**src/rtl/btb_lru_assoc.sv**
```systemverilog
// Fully associative branch target buffer with true-LRU replacement
// and per-entry saturating direction counters.
module btb_lru_assoc #(
    parameter int ENTRIES = 4,
    parameter int W_TAG   = 8,
    parameter int W_BTA   = 32,
    parameter int W_CNT   = 2,
    parameter int W_OCC   = $clog2(ENTRIES + 1)
) (
    input  logic             clk,
    input  logic             reset,
    input  logic             flush,
    input  logic [31:0]      pc,
    input  logic             lookup_en,
    output logic             hit,
    output logic             predict_taken,
    output logic [W_BTA-1:0] bta,
    input  logic             upd_valid,
    input  logic [31:0]      upd_pc,
    input  logic [W_BTA-1:0] upd_target,
    input  logic             upd_taken,
    output logic [W_OCC-1:0] occupancy
);

    localparam int W_AGE = $clog2(ENTRIES);

    typedef logic [ENTRIES-1:0][W_AGE-1:0] age_t;

    logic [ENTRIES-1:0]             valid_q, valid_d;
    logic [ENTRIES-1:0][W_TAG-1:0]  tag_q, tag_d;
    logic [ENTRIES-1:0][W_BTA-1:0]  tgt_q, tgt_d;
    logic [ENTRIES-1:0][W_CNT-1:0]  cnt_q, cnt_d;
    age_t                           age_q, age_d;
    logic [W_OCC-1:0]               occ_q, occ_d;

    logic             lk_hit, up_hit, inv_found;
    logic [W_AGE-1:0] lk_idx, up_idx, inv_idx, lru_idx, vic_idx;

    logic unused_pc_hi;
    assign unused_pc_hi = ^{pc[31:W_TAG], upd_pc[31:W_TAG]};

    // Entry idx becomes MRU; entries younger than it age by one.
    function automatic age_t promote(input age_t a, input logic [W_AGE-1:0] idx);
        age_t r;
        r = a;
        for (int j = 0; j < ENTRIES; j++) begin
            if (a[j] < a[idx]) r[j] = a[j] + W_AGE'(1);
        end
        r[idx] = '0;
        return r;
    endfunction

    always_comb begin
        lk_hit    = 1'b0;
        lk_idx    = '0;
        up_hit    = 1'b0;
        up_idx    = '0;
        inv_found = 1'b0;
        inv_idx   = '0;
        lru_idx   = '0;
        for (int i = ENTRIES - 1; i >= 0; i--) begin
            if (valid_q[i] && tag_q[i] == pc[W_TAG-1:0]) begin
                lk_hit = 1'b1;
                lk_idx = W_AGE'(i);
            end
            if (valid_q[i] && tag_q[i] == upd_pc[W_TAG-1:0]) begin
                up_hit = 1'b1;
                up_idx = W_AGE'(i);
            end
            if (!valid_q[i]) begin
                inv_found = 1'b1;
                inv_idx   = W_AGE'(i);
            end
            if (age_q[i] == W_AGE'(ENTRIES - 1)) lru_idx = W_AGE'(i);
        end
        vic_idx = inv_found ? inv_idx : lru_idx;
    end

    assign hit           = lk_hit;
    assign predict_taken = lk_hit && cnt_q[lk_idx][W_CNT-1];
    assign bta           = lk_hit ? tgt_q[lk_idx] : '0;
    assign occupancy     = occ_q;

    always_comb begin
        valid_d = valid_q;
        tag_d   = tag_q;
        tgt_d   = tgt_q;
        cnt_d   = cnt_q;
        age_d   = age_q;
        occ_d   = occ_q;
        if (flush) begin
            valid_d = '0;
            occ_d   = '0;
            for (int i = 0; i < ENTRIES; i++) age_d[i] = W_AGE'(i);
        end else begin
            // Lookup promotion first so the update entry ends up MRU.
            if (lookup_en && lk_hit) age_d = promote(age_d, lk_idx);
            if (upd_valid && up_hit) begin
                if (upd_taken) begin
                    if (cnt_q[up_idx] != '1)
                        cnt_d[up_idx] = cnt_q[up_idx] + W_CNT'(1);
                    tgt_d[up_idx] = upd_target;
                end else if (cnt_q[up_idx] != '0) begin
                    cnt_d[up_idx] = cnt_q[up_idx] - W_CNT'(1);
                end
                age_d = promote(age_d, up_idx);
            end else if (upd_valid && upd_taken) begin
                valid_d[vic_idx] = 1'b1;
                tag_d[vic_idx]   = upd_pc[W_TAG-1:0];
                tgt_d[vic_idx]   = upd_target;
                cnt_d[vic_idx]   = W_CNT'(1) << (W_CNT - 1);
                age_d            = promote(age_d, vic_idx);
                if (inv_found) occ_d = occ_q + W_OCC'(1);
            end
        end
    end

    always_ff @(posedge clk) begin
        if (reset) begin
            valid_q <= '0;
            tag_q   <= '0;
            tgt_q   <= '0;
            cnt_q   <= '0;
            occ_q   <= '0;
            for (int i = 0; i < ENTRIES; i++) age_q[i] <= W_AGE'(i);
        end else begin
            valid_q <= valid_d;
            tag_q   <= tag_d;
            tgt_q   <= tgt_d;
            cnt_q   <= cnt_d;
            age_q   <= age_d;
            occ_q   <= occ_d;
        end
    end

endmodule

```
**config.mk**
```make
export PLATFORM = sky130hd
export DESIGN_NAME = btb_lru_assoc
export DESIGN_NICKNAME = d
export VERILOG_FILES = /design/src/rtl/btb_lru_assoc.sv
export SDC_FILE = /design/constraint.sdc
export NUM_CORES = 1
export LEC_CHECK = 0
export ABC_AREA = 1
export BUFFER_PORTS_ARGS = -buffer_cell sky130_fd_sc_hd__buf_4
export CORE_ASPECT_RATIO = 1.4
export CORE_MARGIN = 8
export CORE_UTILIZATION = 45
export CTS_CLUSTER_DIAMETER = 100
export DETAILED_ROUTE_END_ITERATION = 10
export MAX_ROUTING_LAYER = met4
export SETUP_SLACK_MARGIN = 0.1
export SYNTH_ARGS = -nofsm -noshare
export SYNTH_HDL_FRONTEND = slang
export SYNTH_SLANG_ARGS = --single-unit
```
**constraint.sdc**
```tcl
create_clock -name clk -period 7.4 [get_ports clk]
set_clock_uncertainty 0.1 [all_clocks]
set_input_delay 0 -clock clk [delete_from_list [all_inputs] [get_ports clk]]
set_output_delay 0 -clock clk [all_outputs]
set_load 0.02 [all_outputs]
```
==> results of run 1 <==
==> cell type report <==
class	instances	area, µm²	area share [%]
clock buffer	23	498.0	4.076
clock inverter	8	63.81	0.5223
timing repair buffer	148	1229	10.06
tap	301	376.6	3.083
multi-input combinational	1171	5756	47.11
sequential	183	3664	29.99
inverter	167	630.6	5.162
==> sequential cells by signal (all words and copies together) (netlist names) <==
register and count:
age_q 8, cnt_q 8, occupancy 3, tag_q 32
tgt_q 128, valid_q 4
==> power by group <==
part | switching, mW | total, mW | internal [mW]
Sequential | 0.00843 | 1.01 | 0.999
Combinational | 0.110 | 0.181 | 0.0708
Clock | 0.404 | 0.881 | 0.477
==> timing repair <==
action | CTS | global route
hold buffers | 47 | 0
hold endpoints to repair | 174 | 0
setup endpoints to repair | 0 | 0
==> worst reg2reg max path, cell delays in order, from the launching register on <==
cell and delay, ps:
dfxtp_1 390, inv_1 100, o21ai_0 150, nor2_1 60, nand3_1 90, nor2_1 100, nor2_4 230, o21ai_4 150
inv_2 580, nand3_4 180, nand2_4 150, nand3_1 90, nand2_1 60, inv_1 40, nand2_1 70, nand2_1 160
a221oi_1 610, ha_1 360, nand3b_1 200, xor2_1 170, a22oi_1 210, nand2_1 70
==> cell usage in the layout (no fill, tap or decap), types with 19 or more instances in the layout <==
master           n
dlygate4sd3_1   47
inv_2           20
nand4_1         19
nor2_1         322
nand2_2         20
nand2_1        283
o21ai_0        204
a21oi_1         92
a31oi_1         32
nand3_1         60
buf_4          101
dfxtp_1        183
inv_1          139
==> metal layers <==
layer	global-route usage, %	vias to the layer above	part of all wire, %
li1	-	5363	-
met1	26.79	4971	42
met2	42.00	274	51
met3	3.052	70	3.6
met4	10.79	0	3.3
met5	-	-	0
==> Yosys cell counts, drive strengths merged, types with 9 or more instances <==
cell / instances / share of area, %
a21oi: 96 / 4.9
a31oi: 32 / 1.9
buf: 22 / 1.2
clkbuf: 54 / 2.0
dfxtp: 183 / 35
ha: 13 / 1.6
inv: 161 / 5.9
nand2: 306 / 12
nand3: 76 / 4.8
nand4: 21 / 1.4
nor2: 340 / 13
nor3: 12 / 0.63
o21ai: 212 / 10
o22ai: 9 / 0.54
xor2: 14 / 1.2
==> how the worst max path moves through the flow <==
stage | from | endpoint | slack, ps | cells after the start
floorplan | tag_q[24] | age_q[5] | 4140 | 21
global placement | tag_q[2] | age_q[5] | 3000 | 21
finish | tag_q[2] | age_q[5] | 2960 | 21
global route | tag_q[2] | age_q[5] | 2470 | 21
CTS | tag_q[2] | age_q[5] | 2970 | 21
detailed placement | tag_q[2] | age_q[5] | 3000 | 21
==> kinds of logic after synthesis <==
kind of cell	count (synthesis)
fa+ha+maj	13
flops	183
buf+inv	243
simple gates	772
xor+xnor	21
compound gates	365
==> reports/metrics.yaml, run 1 <==
status: "completed"
max-cap-violations: 0
die_area_um2: 28210
num_rows: 65
syn_area_per_cell_um2: 6.489
clock_path_buffers: 2
utilization_pct: 54.03
drive_above_1_share_pct: 13.12
cts_root_buf: "clkbuf_16"
synth-edff-count: 0
n_antenna_cell: 0
r2r_slack_ps: 2960
post_cts_resized: 0
netlist_area_um2: 10360
worstPathRequired_ps: 7610
die_x_um: 144.3
hold_slack_ps: 69.78
synth-simple-area-share_pct: 33.00
core_um2: 22610
grt_max_degree: 82
fillers: 2343
cts_tree: "built"
clk_pin_slew_ps: 70
gr-usage-all-layers_pct: 24.09
holdPathEnd: "age_q[4]"
routed_via_density: 5.336
cts.sinks: 183
setup_viol: 0
postPlaceCellArea_um2: 11180
ys_seq_area_share_pct: 35.35
hp-start: "lookup_en"
powerDensity_nw_per_um2: 169.4
synth_compound_area_share_pct: 19.06
yosys_warnings: 0
synth_ff_type: "dfxtp_1"
tns_ps: 0
dp_hpwl_um: 21690
grt_pass1_vias: 10410
path_buf_inv: 3
area_growth_pct: 17.88
max_stage_delay_ps: 610
grt_pass1_wl_um: 52550
hp-class: "in -> reg"
ios: 139
ant_nets: 0
antenna_found_initial: 0
arrival_ps: 4650
slew_headroom_pct: 35.87
worst_slack_ps: 2956
place_inst: 1923
rsz0062_at_grt: "false"
rr_endpoint: "age_q[5]"
routed_wl_um: 32740
hold_violations: 0
synthArstFlopShare_pct: 0
max_freq_ghz: 0.2250
worstMarginPinSlew_ps: 962.0
synth.area.mux_share_pct: 0
overflow: 0
finalCritPeriodShare_pct: 60.06
cts_buffers: 17
drt_iter0_markers: 678
ys_ff_latch: 183
total_power_mw: 2.069
critical_path_peak_fanout: 33
synth_top_family_by_area: "simple AND/OR/NAND/NOR gates"
drc_errors: 0
crit_slowest_cell: "a221oi_1"
place_ws_ps: 2997
dr.pass1.iters: 7
r2r_cells: 21
final_max_slew_viol_count: 0
path_common_cell: "nand2_1"
path_delay_family: "simple AND/OR/NAND/NOR gates"
worstSetupStartpointType: "flop"
start_util_pct: 45.84
wire_per_inst_um: 16.36
whs_path_depth: 6
finalCriticalPeriod_ps: 4444
via_count: 10680
finalNetCount: 1803
synth_nets: 1712
cp_cell_sequence: "inv_1 > o21ai_0 > nor2_1 > nand3_1 > nor2_1 > nor2_4 > o21ai_4 > inv_2 > nand3_4 > nand2_4 > nand3_1 > nand2_1 > inv_1 > nand2_1 > nand2_1 > a221oi_1 > ha_1 > nand3b_1 > xor2_1 > a22oi_1 > nand2_1"
routabilityCongestion: 0.9193
die_y_um: 195.6
synthesis.instances: 1597
layout.cells.non_filler: 2001
cts_htree_levels: 4
leakage_nw: 5.300
cts_setup_buffers: 0
cp-end-kind: "flop"
reg2reg_from: "tag_q[2]"
worst_ir_drop_vdd_mv: 0.1645
synth_cell_types: 52
synth-adder-area-share_pct: 1.569
port_buffers: 90
synthXorXnorAreaFrac_pct: 1.775
post-route-cell-area_um2: 12220
clock_latency_ps: 440
worst-setup-path-type: "reg -> reg"
No activity file was read; power rests on OpenSTA's default activity.
==> run 2, diff against run 1 <==
- ABC_AREA: 1 -> 0
- PLACE_DENSITY: not set -> 0.65
- clock period: 7.4 -> 4.4 ns (I/O delays scaled with it)
==> run 2 against run 1 <==
Compared with the run above: first-iteration DRC count increased by 8.4%; register-to-register slack lost 2800 ps; setup slack worse by 2800 ps; clock-buffer cell count shrank 6; sequential power rose by 66%; critical path depth decreased by 2; worst hold slack lost 1.8 ps; clock power rose by 79%.
==> reports/metrics.yaml, run 2 <==
status: "completed"
clock_latency_ps: 450
ys_seq_area_share_pct: 38.92
port_buffers: 90
postPlaceCellArea_um2: 10440
area_growth_pct: 23.46
cts_htree_levels: 4
worst_ir_drop_vdd_mv: 0.2905
core_um2: 20560
yosysMostFrequentCell: "nand2_1"
grt_max_degree: 91
die_area_um2: 25870
grt_pass1_vias: 8796
synth_top_area_share_pct: 38.92
cts_root_buf: "clkbuf_16"
antenna_found_initial: 0
n_antenna_cell: 0
powerDensity_nw_per_um2: 301.2
max-cap-violations: 0
cp_cell_sequence: "xor2_1 > nor4_2 > buf_4 > nand4_1 > nor4_4 > o2bb2ai_4 > nor2_2 > nor4b_1 > or3_4 > buf_4 > inv_2 > nand2_1 > and3_4 > ha_1 > or2_2 > nor2_1 > o22ai_1 > a21oi_1 > or3b_1"
max_stage_delay_ps: 480
hold_violations: 0
ant_nets: 0
worstSetupStartpointType: "flop"
start_util_pct: 45.79
die_x_um: 138.2
slew_headroom_pct: 25.97
synth_nets: 1356
routabilityCongestion: 0.9483
finalNetCount: 1472
arrival_ps: 4460
dp_hpwl_um: 19190
gr-usage-all-layers_pct: 22.63
drive_above_1_share_pct: 15.26
cts_tree: "built"
syn_area_per_cell_um2: 7.586
synthesis.instances: 1241
setup_viol: 0
routed_wl_um: 29660
largest_reg_flops: 128
cp-end-kind: "flop"
crit_slowest_cell: "nor4_4"
leakage_nw: 4.294
synth_cell_types: 71
worstMarginPinSlew_ps: 1106
synthArstFlopShare_pct: 0
critical_path_peak_fanout: 8
mostFrequentLayoutCells: "339 x nand2_1, 181 x dfxtp_1, 155 x a21oi_1"
dr.pass1.iters: 5
path_buf_inv: 3
tns_ps: 0
max_freq_ghz: 0.2364
synth-edff-count: 0
post-route-cell-area_um2: 11620
yosys_warnings: 0
overflow: 0
cts.sinks: 183
worst-setup-path-type: "reg -> reg"
ys_ff_latch: 183
worstPathRequired_ps: 4630
top_register: "tgt_q"
wire_per_inst_um: 18.24
drc_errors: 0
clk_pin_slew_ps: 80
fillers: 1971
die_y_um: 187.1
total_power_mw: 3.501
final_common_cell: "nand2_1"
cts_buffers: 17
yosys-top-cells-count: "339 x nand2_1, 183 x dfxtp_1, 155 x a21oi_1, 86 x nor2_1, 76 x clkbuf_1"
routed_via_density: 5.705
final_max_slew_viol_count: 0
ios: 139
synth_area_leader_cell: "dfxtp_1"
rsz0062_at_grt: "true"
finalCriticalPeriod_ps: 4230
reg.largest.list: "tgt_q: 128 flops, tag_q: 32 flops"
finalCritPeriodShare_pct: 96.13
path_delay_family: "simple AND/OR/NAND/NOR gates"
synth_ff_type: "dfxtp_1"
grt_pass1_wl_um: 46950
num_rows: 62
netlist_top_cells_area: "dfxtp_1 39%, nand2_1 14%, a21oi_1 8.2%"
netlist_area_um2: 9414
drt_iter0_markers: 735
clock_path_buffers: 2
via_count: 9277
hp-class: "in -> reg"
path_common_cell: "buf_4"
## run 2: cell types whose count changed after synthesis, sizes merged, moves of 12 or more
cell | previous run | this run
mux2i | 0 | 32
buf | 22 | 10
o21ai | 212 | 22
a22oi | 4 | 67
clkbuf | 54 | 76
inv | 161 | 14
a21oi | 96 | 156
a31oi | 32 | 10
nand3 | 76 | 17
nor2 | 340 | 86
xnor2 | 7 | 46
nand2 | 306 | 339
## run 2: path summary, 6_finish.rpt
check	cells after the start	slack (ps)	from	to
setup / recovery	19	170	tag_q[24]	age_q[2]
hold / removal	2	70	reset	tag_q[28]
setup reg to reg	19	170	tag_q[24]	age_q[2]
hold reg to reg	2	360	tgt_q[63]	tgt_q[63]
## run 2: where the power goes
group | internal [mW] | leakage, nW | total, mW | switching, mW
sequential | 1.67 | 1.48 | 1.68 | 0.0104
clock | 0.817 | 0.292 | 1.58 | 0.762
combinational | 0.106 | 2.52 | 0.242 | 0.135
## run 2: repair_timing
item,in CTS,in global routing
resized for setup,2,20
endpoints found under the setup margin,2,11
endpoints found under the hold margin,175,0
buffers inserted,0,4
hold buffers,43,0
pin swaps,1,8
## run 2: cells by family after synthesis
logic type	count (synthesis)	synth area share (%)
AOI/OAI and AO/OA	320	21.53
xor gates and xnor gates	69	6.579
adders and majority gates	13	1.728
buffers and inverters	100	4.107
DFF	183	38.92
muxes	32	3.402
and+or+nand+nor	524	23.74
## run 2: area by class of cell
type / instances / area [µm²] / share of cell area (%)
clock inverters: 15 / 183.9 / 1.583
inverters: 14 / 52.55 / 0.4521
repair buffers: 183 / 1481 / 12.75
clock buffers: 17 / 425.4 / 3.660
flip-flops and latches: 183 / 3666 / 31.54
well taps: 256 / 320.3 / 2.756
multi-input cells: 958 / 5493 / 47.26
## run 2: metal layers
metal	track usage, %	vias to the layer above	share of wire (%)
li1	-	4528	-
met1	25.67	4375	41
met2	39.38	315	51
met3	3.277	59	4.9
met4	8.553	0	2.7
met5	-	-	0
## run 2: through the flow
step / utilization (%) / cells / hold WS [ps] / worst slack, ps
6_report: 56.54 / 1626 / 67.95 / 170.5
5_1_grt: 56.54 / 1626 / 84.62 / 23.59
4_1_cts: 55.87 / 1622 / 63.16 / 82.76
3_5_place_dp: 50.78 / 1547 / 179.8 / 109.5
3_3_place_gp: 50.78 / 1547 / 174.6 / 130.3
2_1_floorplan: - / 1241 / 35.96 / 308.7
